`src/rtl/rom_sram_responder_pkg.sv`:
```
// Shared definitions for the PC/ROM bus to base-SRAM responder.
//   ROM_READ / ROM_WRITE : request opcode values on rom_op_i
//   sram_state_e         : 3-bit responder state encoding
//   max_u                : constant helper for sizing the wait counter
package rom_sram_responder_pkg;

  localparam logic ROM_READ  = 1'b0;
  localparam logic ROM_WRITE = 1'b1;

  typedef enum logic [2:0] {
    SRAM_IDLE     = 3'd0,
    SRAM_RD       = 3'd1,
    SRAM_WR_SETUP = 3'd2,
    SRAM_WR_PULSE = 3'd3,
    SRAM_WR_HOLD  = 3'd4,
    SRAM_DONE     = 3'd5
  } sram_state_e;

  function automatic int unsigned max_u(input int unsigned a, input int unsigned b);
    return (a > b) ? a : b;
  endfunction

endpackage

```
`src/rtl/rom_sram_responder.sv`:
```
// Memory-side responder for the PC/ROM request bus. Runs each accepted
// request as a multi-cycle word access on the 32-bit asynchronous base SRAM
// and holds the pipeline via stall_req_o until the access completes.
// Ports:
//   clk, rst            clock; asynchronous active-low reset
//   ce_i, rom_op_i      request valid; 0 = read, 1 = write
//   addr_i, wr_data_i   byte address and write data (held while stalled)
//   rd_data_o           read data, valid in the DONE cycle
//   stall_req_o         high while the request is not complete
//   sram_addr_o         SRAM word address (addr_i[21:2])
//   sram_data_o/_oe_o   write data and pad driver enable
//   sram_data_i         read data from the pad
//   sram_ce_n_o, sram_oe_n_o, sram_we_n_o, sram_be_n_o  SRAM strobes (active low)
module rom_sram_responder
  import rom_sram_responder_pkg::*;
#(
  parameter int unsigned SRAM_ADDR_W = 20,
  parameter int unsigned DATA_W      = 32,
  parameter int unsigned READ_WAIT   = 2,
  parameter int unsigned WE_PULSE    = 2
) (
  input  logic                   clk,
  input  logic                   rst,
  input  logic                   ce_i,
  input  logic                   rom_op_i,
  input  logic [31:0]            addr_i,
  input  logic [DATA_W-1:0]      wr_data_i,
  output logic [DATA_W-1:0]      rd_data_o,
  output logic                   stall_req_o,
  output logic [SRAM_ADDR_W-1:0] sram_addr_o,
  output logic [DATA_W-1:0]      sram_data_o,
  output logic                   sram_data_oe_o,
  input  logic [DATA_W-1:0]      sram_data_i,
  output logic                   sram_ce_n_o,
  output logic                   sram_oe_n_o,
  output logic                   sram_we_n_o,
  output logic [3:0]             sram_be_n_o
);

  localparam int unsigned CNT_W = $clog2(max_u(READ_WAIT, WE_PULSE) + 1);
  localparam logic [CNT_W-1:0] RD_LOAD = CNT_W'(READ_WAIT - 1);
  localparam logic [CNT_W-1:0] WE_LOAD = CNT_W'(WE_PULSE - 1);

  sram_state_e      state;
  logic [CNT_W-1:0] cnt;

  // Byte-lane and high address bits are deliberately ignored (word access only).
  logic unused_addr_bits;
  assign unused_addr_bits = ^{addr_i[31:SRAM_ADDR_W+2], addr_i[1:0]};

  // Combinational so the requester sees the stall in the acceptance cycle.
  assign stall_req_o = rst &&
                       (((state == SRAM_IDLE) && ce_i) ||
                        ((state != SRAM_IDLE) && (state != SRAM_DONE)));

  // Outputs are registered, so each branch programs the strobes of the state
  // being entered on this edge, not the one being left.
  always_ff @(posedge clk or negedge rst) begin
    if (!rst) begin
      state          <= SRAM_IDLE;
      cnt            <= '0;
      rd_data_o      <= '0;
      sram_addr_o    <= '0;
      sram_data_o    <= '0;
      sram_data_oe_o <= 1'b0;
      sram_ce_n_o    <= 1'b1;
      sram_oe_n_o    <= 1'b1;
      sram_we_n_o    <= 1'b1;
      sram_be_n_o    <= '1;
    end else begin
      case (state)
        SRAM_IDLE: begin
          if (ce_i) begin
            sram_addr_o <= addr_i[SRAM_ADDR_W+1:2];
            sram_ce_n_o <= 1'b0;
            sram_be_n_o <= '0;
            if (rom_op_i == ROM_WRITE) begin
              state          <= SRAM_WR_SETUP;
              sram_data_o    <= wr_data_i;
              sram_data_oe_o <= 1'b1;
              cnt            <= '0;
            end else begin
              state       <= SRAM_RD;
              sram_oe_n_o <= 1'b0;
              cnt         <= RD_LOAD;
            end
          end
        end
        SRAM_RD: begin
          if (cnt == '0) begin
            rd_data_o   <= sram_data_i;
            state       <= SRAM_DONE;
            sram_ce_n_o <= 1'b1;
            sram_oe_n_o <= 1'b1;
            sram_be_n_o <= '1;
          end else begin
            cnt <= cnt - CNT_W'(1);
          end
        end
        SRAM_WR_SETUP: begin
          state       <= SRAM_WR_PULSE;
          sram_we_n_o <= 1'b0;
          cnt         <= WE_LOAD;
        end
        SRAM_WR_PULSE: begin
          if (cnt == '0) begin
            state       <= SRAM_WR_HOLD;
            sram_we_n_o <= 1'b1;
            cnt         <= '0;
          end else begin
            cnt <= cnt - CNT_W'(1);
          end
        end
        SRAM_WR_HOLD: begin
          state          <= SRAM_DONE;
          sram_ce_n_o    <= 1'b1;
          sram_data_oe_o <= 1'b0;
          sram_be_n_o    <= '1;
        end
        SRAM_DONE: begin
          state <= SRAM_IDLE;
          cnt   <= '0;
        end
        default: begin
          state          <= SRAM_IDLE;
          cnt            <= '0;
          sram_data_oe_o <= 1'b0;
          sram_ce_n_o    <= 1'b1;
          sram_oe_n_o    <= 1'b1;
          sram_we_n_o    <= 1'b1;
          sram_be_n_o    <= '1;
        end
      endcase
    end
  end

endmodule

```
`config.mk`:
```
export PLATFORM = sky130hd
export DESIGN_NAME = rom_sram_responder
export DESIGN_NICKNAME = d
export VERILOG_FILES = /design/src/rtl/rom_sram_responder_pkg.sv /design/src/rtl/rom_sram_responder.sv
export SDC_FILE = /design/constraint.sdc
export NUM_CORES = 1
export LEC_CHECK = 0
export BUFFER_PORTS_ARGS = -buffer_cell sky130_fd_sc_hd__buf_2
export CORE_MARGIN = 2
export CORE_UTILIZATION = 47
export CTS_BUF_LIST = sky130_fd_sc_hd__clkbuf_2 sky130_fd_sc_hd__clkbuf_4 sky130_fd_sc_hd__clkbuf_8
export DETAILED_ROUTE_END_ITERATION = 8
export PLACE_DENSITY = 0.88
export SLEW_MARGIN = 25
export SYNTH_ARGS = -nofsm -noshare
export SYNTH_HDL_FRONTEND = slang
export SYNTH_SLANG_ARGS = --single-unit
export TNS_END_PERCENT = 100
```
`constraint.sdc`:
```
create_clock -name clk -period 2.5 [get_ports clk]
set_clock_uncertainty 0.2 [all_clocks]
set_input_delay 0.5 -clock clk [delete_from_list [all_inputs] [get_ports clk]]
set_output_delay 0.5 -clock clk [all_outputs]
set_load 0.05 [all_outputs]
```
==> out/results.ini, run 1 <==
[outcome]
status = completed

[synthesis]
post-synth-top-count-cell = dfrtp_1
syn_area_per_cell_sq_um = 15.21
yosysSeqAreaShare_pct = 61.81
synth_area_sq_mm = 0.003771
synth.area.top_cells = dfrtp_1 (60%), mux2_2 (16%), mux2_1 (9.0%), dfstp_2 (2.1%), buf_4 (1.4%)
syn_inst = 248
ys_warn_count = 0
synth_top_area_cell = dfrtp_1
synth_cell_type_count = 37
ys_seq_elements = 93
synth_common_cells = dfrtp_1 (90), mux2_2 (54), mux2_1 (30), buf_4 (7), inv_1 (6)
async_reset_ff_share_pct = 100.0
synth_top_area_share_pct = 59.72
synth-main-ff-cell = dfrtp_1
synth_edf_count = 0
syn-num-nets = 351

[drt]
wl_per_cell_um = 14.99
drtIter0Drc = 85
via_per_inst = 4.983
drcViolationCount = 0
drt_pre_antenna_iters = 4
wirelength_mm = 8.048
dr_total_vias = 2676
ant_nets = 0

[worst_hold_path]
hold_class = in2reg
hp-start = wr_data_i[10]

[grt]
antenna_found_initial = 0
grt.total_usage_pct = 18.82
grt_pass1_wl_mm = 12.87
grt_max_degree = 39
grt_overflow = 0
grt_pass1_vias = 2755

[timing]
grt_setup_unrepaired = no
hold_viol = 0
setup-tns-final_ps = 0
fmax_mhz = 421.4
tightest_slew_ps = 443.8
period_needed_ps = 2373
min_period_over_period_pct = 94.92
fin_ws_ps = 127.0
maxSlewHeadroom_pct = 70.41
setup_viol = 0
maxSlewViolCount = 0

[clocking]
cts-root-buf = clkbuf_8
h-tree-depth = 3
cts_tree = built
cts.sinks = 93
insertion_delay_ps = 330
cts-buffers-inserted = 9
cts_setup_buffers = 0
path_clk_slew_ps = 90
clockBufferDepth = 2

[floorplan]
initial_core_util_pct = 48.55
die_w_um = 93.58
placementRows = 32
die-area_sq_mm = 0.008756
die_y_um = 93.58
placeableCoreArea_sq_mm = 0.007767
io-pin-count = 193

[setup_path]
crit_type = in2out
critPathTopFamily = buffers and inverters
end_kind = output port
required_ps = 1800
r2r-start = cnt[0]
start_kind = primary input
setup.worst_path.start = rst
crit_chain = dlygate4sd3_1 -> buf_6 -> o21a_1 -> buf_2
cpMaxStageDelayCell = dlygate4sd3_1
slowest_delay_ps = 550
crit_buf_inv = 3
path_max_fanout = 23
cp_data_arrival_time_ps = 1670

[finish]
nNetsFinal = 533
n_fill_cell = 607
drive_gt1_share_pct = 60.92
insertedDiodeCount = 0
areaGrowthSynthToFinish_pct = 32.68

[placed_design]
pre_cts_slack_ps = 381.8
gp_congestion = 0.8058
numPortBuffers = 180
hpwl_mm = 6.149

[run]
cap_violations = 0

per-stage QoR:
| stage | area (sq um) | hold slack (ps) | utilization, % | cells |
|---|---|---|---|---|
| floorplan | 3771 | 4.409 | - | 248 |
| global placement | 4767 | 200.3 | 61.37 | 520 |
| detailed placement | 4767 | 208.4 | 61.37 | 520 |
| CTS | 4999 | 149.5 | 64.35 | 537 |
| global route | 5004 | 153.1 | 64.42 | 537 |
| finish | 5004 | 167.5 | 64.42 | 537 |
cell usage in the layout, fill, tap and decap left out, types with 3 or more instances in the layout:
master	count
buf_2	179
dfrtp_1	89
mux2_2	54
mux2_1	30
clkbuf_8	9
buf_4	7
inv_1	6
nor2_1	5
nor2b_1	5
nand2_1	3
ha_1	3
clkbuf_4	3
dfstp_2	3
flip-flops by register name, summed over array words and instances, names as in the netlist:
signal,cells
sram_addr_o,20
sram_data_oe_o,1
sram_data_o,32
sram_we_n_o,1
rd_data_o,32
cnt,2
state,3
sram_oe_n_o,1
sram_be_n_o,1
area by class of cell:
cell class                 count  area, sq um  area share (%)
inverter                       6        22.52          0.4501
tap                          102        127.6           2.551
sequential                    93         2332           46.61
clock buffer                  12        146.4           2.926
timing repair buffer         189        989.7           19.78
clock inverter                 4        75.07           1.500
multi-input combinational    131         1310           26.18
metal layers:
| layer | vias to the layer above | part of all wire (%) | GRT usage [%] | wire (um) |
|---|---|---|---|---|
| met4 | 0 | 1.6 | 6.280 | 130 |
| li1 | 1236 | - | - | - |
| met3 | 14 | 8.6 | 4.512 | 689 |
| met5 | - | 0 | 0 | 0 |
| met1 | 1294 | 39 | 22.86 | 3166 |
| met2 | 132 | 50 | 32.97 | 4062 |
path summary, 6_finish.rpt:
path | endpoint | slack, ps | cells after the start
max | stall_req_o | 130 | 4
min | sram_data_o[10] | 170 | 2
min reg2reg | sram_data_o[17] | 290 | 1
max reg2reg | rd_data_o[2] | 350 | 5
max in group asynchronous | sram_oe_n_o | 1020 | 3
min in group asynchronous | sram_addr_o[1] | 360 | 2
worst reg2reg max path, stage by stage, from the launching register on:
cell and delay [ps]:
dfrtp_1 410, inv_1 110, ha_1 300, nor4bb_4 390, buf_12 240, mux2_2 380
timing repair:
action                     in CTS  in global routing
hold endpoints to repair       18                  0
setup endpoints to repair       0                  1
hold buffers                    1                  0
resized for setup               0                  2
cell families after synthesis:
logic type	share of synthesized area, %
buffers and inverters	3.848
adder cells (fa/ha/maj)	0.9955
multiplexers	25.61
AO/OA/AOI/OAI	3.849
flip-flops	61.81
AND/OR/NAND/NOR	3.882
Power of run 1 is not shown: default switching activity piles up to over one toggle a cycle in this logic, so the estimate is an artifact.
==> run 2: changes to the inputs <==
CORE_UTILIZATION = 50   (was 47)
PLACE_DENSITY = 0.87   (was 0.88)
REMOVE_ABC_BUFFERS = 1   (was unset)
clock period = 3.06 ns   (was 2.5 ns; I/O delays follow)
==> out/results.ini, run 2 (same netlist as run 1, synthesis figures left out) <==
[grt]
grt.total_usage_pct = 19.61  ; was 18.82%
grt_pass1_vias = 2657  ; was 2755
grt_max_degree = 55  ; was 39
grt_overflow = 0  ; unchanged
grt_pass1_wl_mm = 12.81  ; was 12.87 mm
antenna_found_initial = 0  ; unchanged

[drt]
wl_per_cell_um = 14.78  ; was 14.99 um
via_per_inst = 4.992  ; was 4.983
ant_nets = 0  ; unchanged
drcViolationCount = 0  ; unchanged
drt_pre_antenna_iters = 4  ; unchanged
drtIter0Drc = 56  ; was 85
dr_total_vias = 2641  ; was 2676
wirelength_mm = 7.819  ; was 8.048 mm

[clocking]
cts_setup_buffers = 0  ; unchanged
h-tree-depth = 3  ; unchanged
cts-root-buf = clkbuf_8  ; unchanged
cts.sinks = 93  ; unchanged
ctsResizeCount = 0  ; unchanged
postCtsHoldBufs = 0  ; was 1
cts-buffers-inserted = 9  ; unchanged
cts_tree = built  ; unchanged
clockBufferDepth = 2  ; unchanged
insertion_delay_ps = 350  ; was 330 ps
path_clk_slew_ps = 90  ; about the same

[floorplan]
placementRows = 31  ; was 32
die_w_um = 90.85  ; was 93.58 um
placeableCoreArea_sq_mm = 0.007292  ; was 0.007767 sq mm
initial_core_util_pct = 51.72  ; was 48.55%
io-pin-count = 193  ; unchanged
die_y_um = 90.85  ; was 93.58 um
die-area_sq_mm = 0.008253  ; was 0.008756 sq mm

[setup_path]
end_kind = output port  ; unchanged
slowest_delay_ps = 790  ; was 550 ps
start_kind = register  ; was primary input
crit_chain = nor3_1 -> a21oi_1 -> o21a_1 -> buf_2  ; was dlygate4sd3_1 -> buf_6 -> o21a_1 -> buf_2
crit_buf_inv = 1  ; was 3
cpMaxStageDelayCell = dfrtp_1  ; was dlygate4sd3_1
path_max_fanout = 21  ; was 23
required_ps = 2250  ; was 1800 ps
critPathTopFamily = flip-flops  ; was buffers and inverters
crit_type = reg2out  ; was in2out
cp_data_arrival_time_ps = 1800  ; was 1670 ps

[placed_design]
numPortBuffers = 180  ; unchanged
hpwl_mm = 5.876  ; was 6.149 mm
gp_congestion = 0.8120  ; was 0.8058

[timing]
min_period_over_period_pct = 85.31
fmax_mhz = 383.1
hold_viol = 0  ; unchanged
period_needed_ps = 2610
setup_viol = 0  ; unchanged
grt_setup_unrepaired = no  ; unchanged
maxSlewHeadroom_pct = 48.25  ; was 70.41%
maxSlewViolCount = 0  ; unchanged
setup-tns-final_ps = 0  ; unchanged
tightest_slew_ps = 773.5  ; was 443.8 ps

[worst_hold_path]
hold_class = in2async  ; was in2reg

[finish]
top_regs = rd_data_o x32, sram_data_o x32, sram_addr_o x20  ; unchanged
areaGrowthSynthToFinish_pct = 31.35  ; was 32.68%
insertedDiodeCount = 0  ; unchanged
layout_commonest_cell = buf_2  ; unchanged
seqCellArea_sq_mm = 0.002331  ; was 0.002332 sq mm
drive_gt1_share_pct = 60.47  ; was 60.92%
multi_input_area_sq_mm = 0.001310  ; unchanged
final_cell_mix = buf_2 (179), dfrtp_1 (90), mux2_2 (54)  ; was buf_2 (179), dfrtp_1 (89), mux2_2 (54)
nNetsFinal = 528  ; was 533
n_fill_cell = 552  ; was 607

[outcome]
status = completed  ; unchanged

[run]
cap_violations = 0  ; unchanged

## run 2: cell count changes in the layout (fill, tap and decap cells not counted), moves of 2 or more
cell / change
buf_4: -3
clkbuf_4: -3
clkinv_2: +2
clkinvlp_4: -2
inv_6: +2
## run 2: routing by layer
layer  vias to the layer above  GRT usage [%]  wire length, um
met5                         -              0                0
met4                         0          7.702              138
met3                        10          6.427              611
met2                       119          33.58             3927
met1                      1281          22.86             3142
li1                       1231              -                -
## run 2: per-stage QoR
| stage | hold WS (ps) | cells | cell area [sq um] | setup slack (ps) | utilization [%] |
|---|---|---|---|---|---|
| 6_report | 113.8 | 529 | 4954 | 449.6 | 67.93 |
| 4_1_cts | 126.1 | 529 | 4954 | 445.3 | 67.93 |
| 5_1_grt | 138.6 | 529 | 4954 | 339.6 | 67.93 |
| 2_1_floorplan | 116.4 | 230 | 3649 | -1688 | - |
| 3_5_place_dp | 275.4 | 513 | 4733 | 608.6 | 64.91 |
| 3_3_place_gp | 268.4 | 513 | 4733 | 717.2 | 64.91 |
## run 2: worst paths after layout
path / startpoint / end / slack, ps / cells past startpoint
min in group clk: wr_data_i[20] / sram_data_o[20] / 260 / 2
max in group asynchronous: rst / sram_data_o[14] / 2030 / 2
worst max-delay path: state[0] / stall_req_o / 450 / 4
worst min register to register: sram_data_o[23] / sram_data_o[23] / 290 / 1
worst min-delay path: rst / state[0] / 110 / 2
worst max register to register: state[1] / sram_data_o[14] / 640 / 3
## run 2: worst reg2reg max path, stage by stage, from the launching register on
cell and delay (ps):
dfrtp_1 660, nor4b_4 420, nand2_2 490, mux2_1 540
## run 2: area by class of cell
type                            instances  share of cell area (%)
Sequential cell                        93                   47.06
Multi-Input combinational cell        131                   26.45
Timing Repair Buffer                  184                   19.10
Clock buffer                            9                   2.501
Tap cell                               99                   2.501
Clock inverter                          7                   1.945
Inverter                                6                  0.4547
Power of run 2 is left out for the same reason.
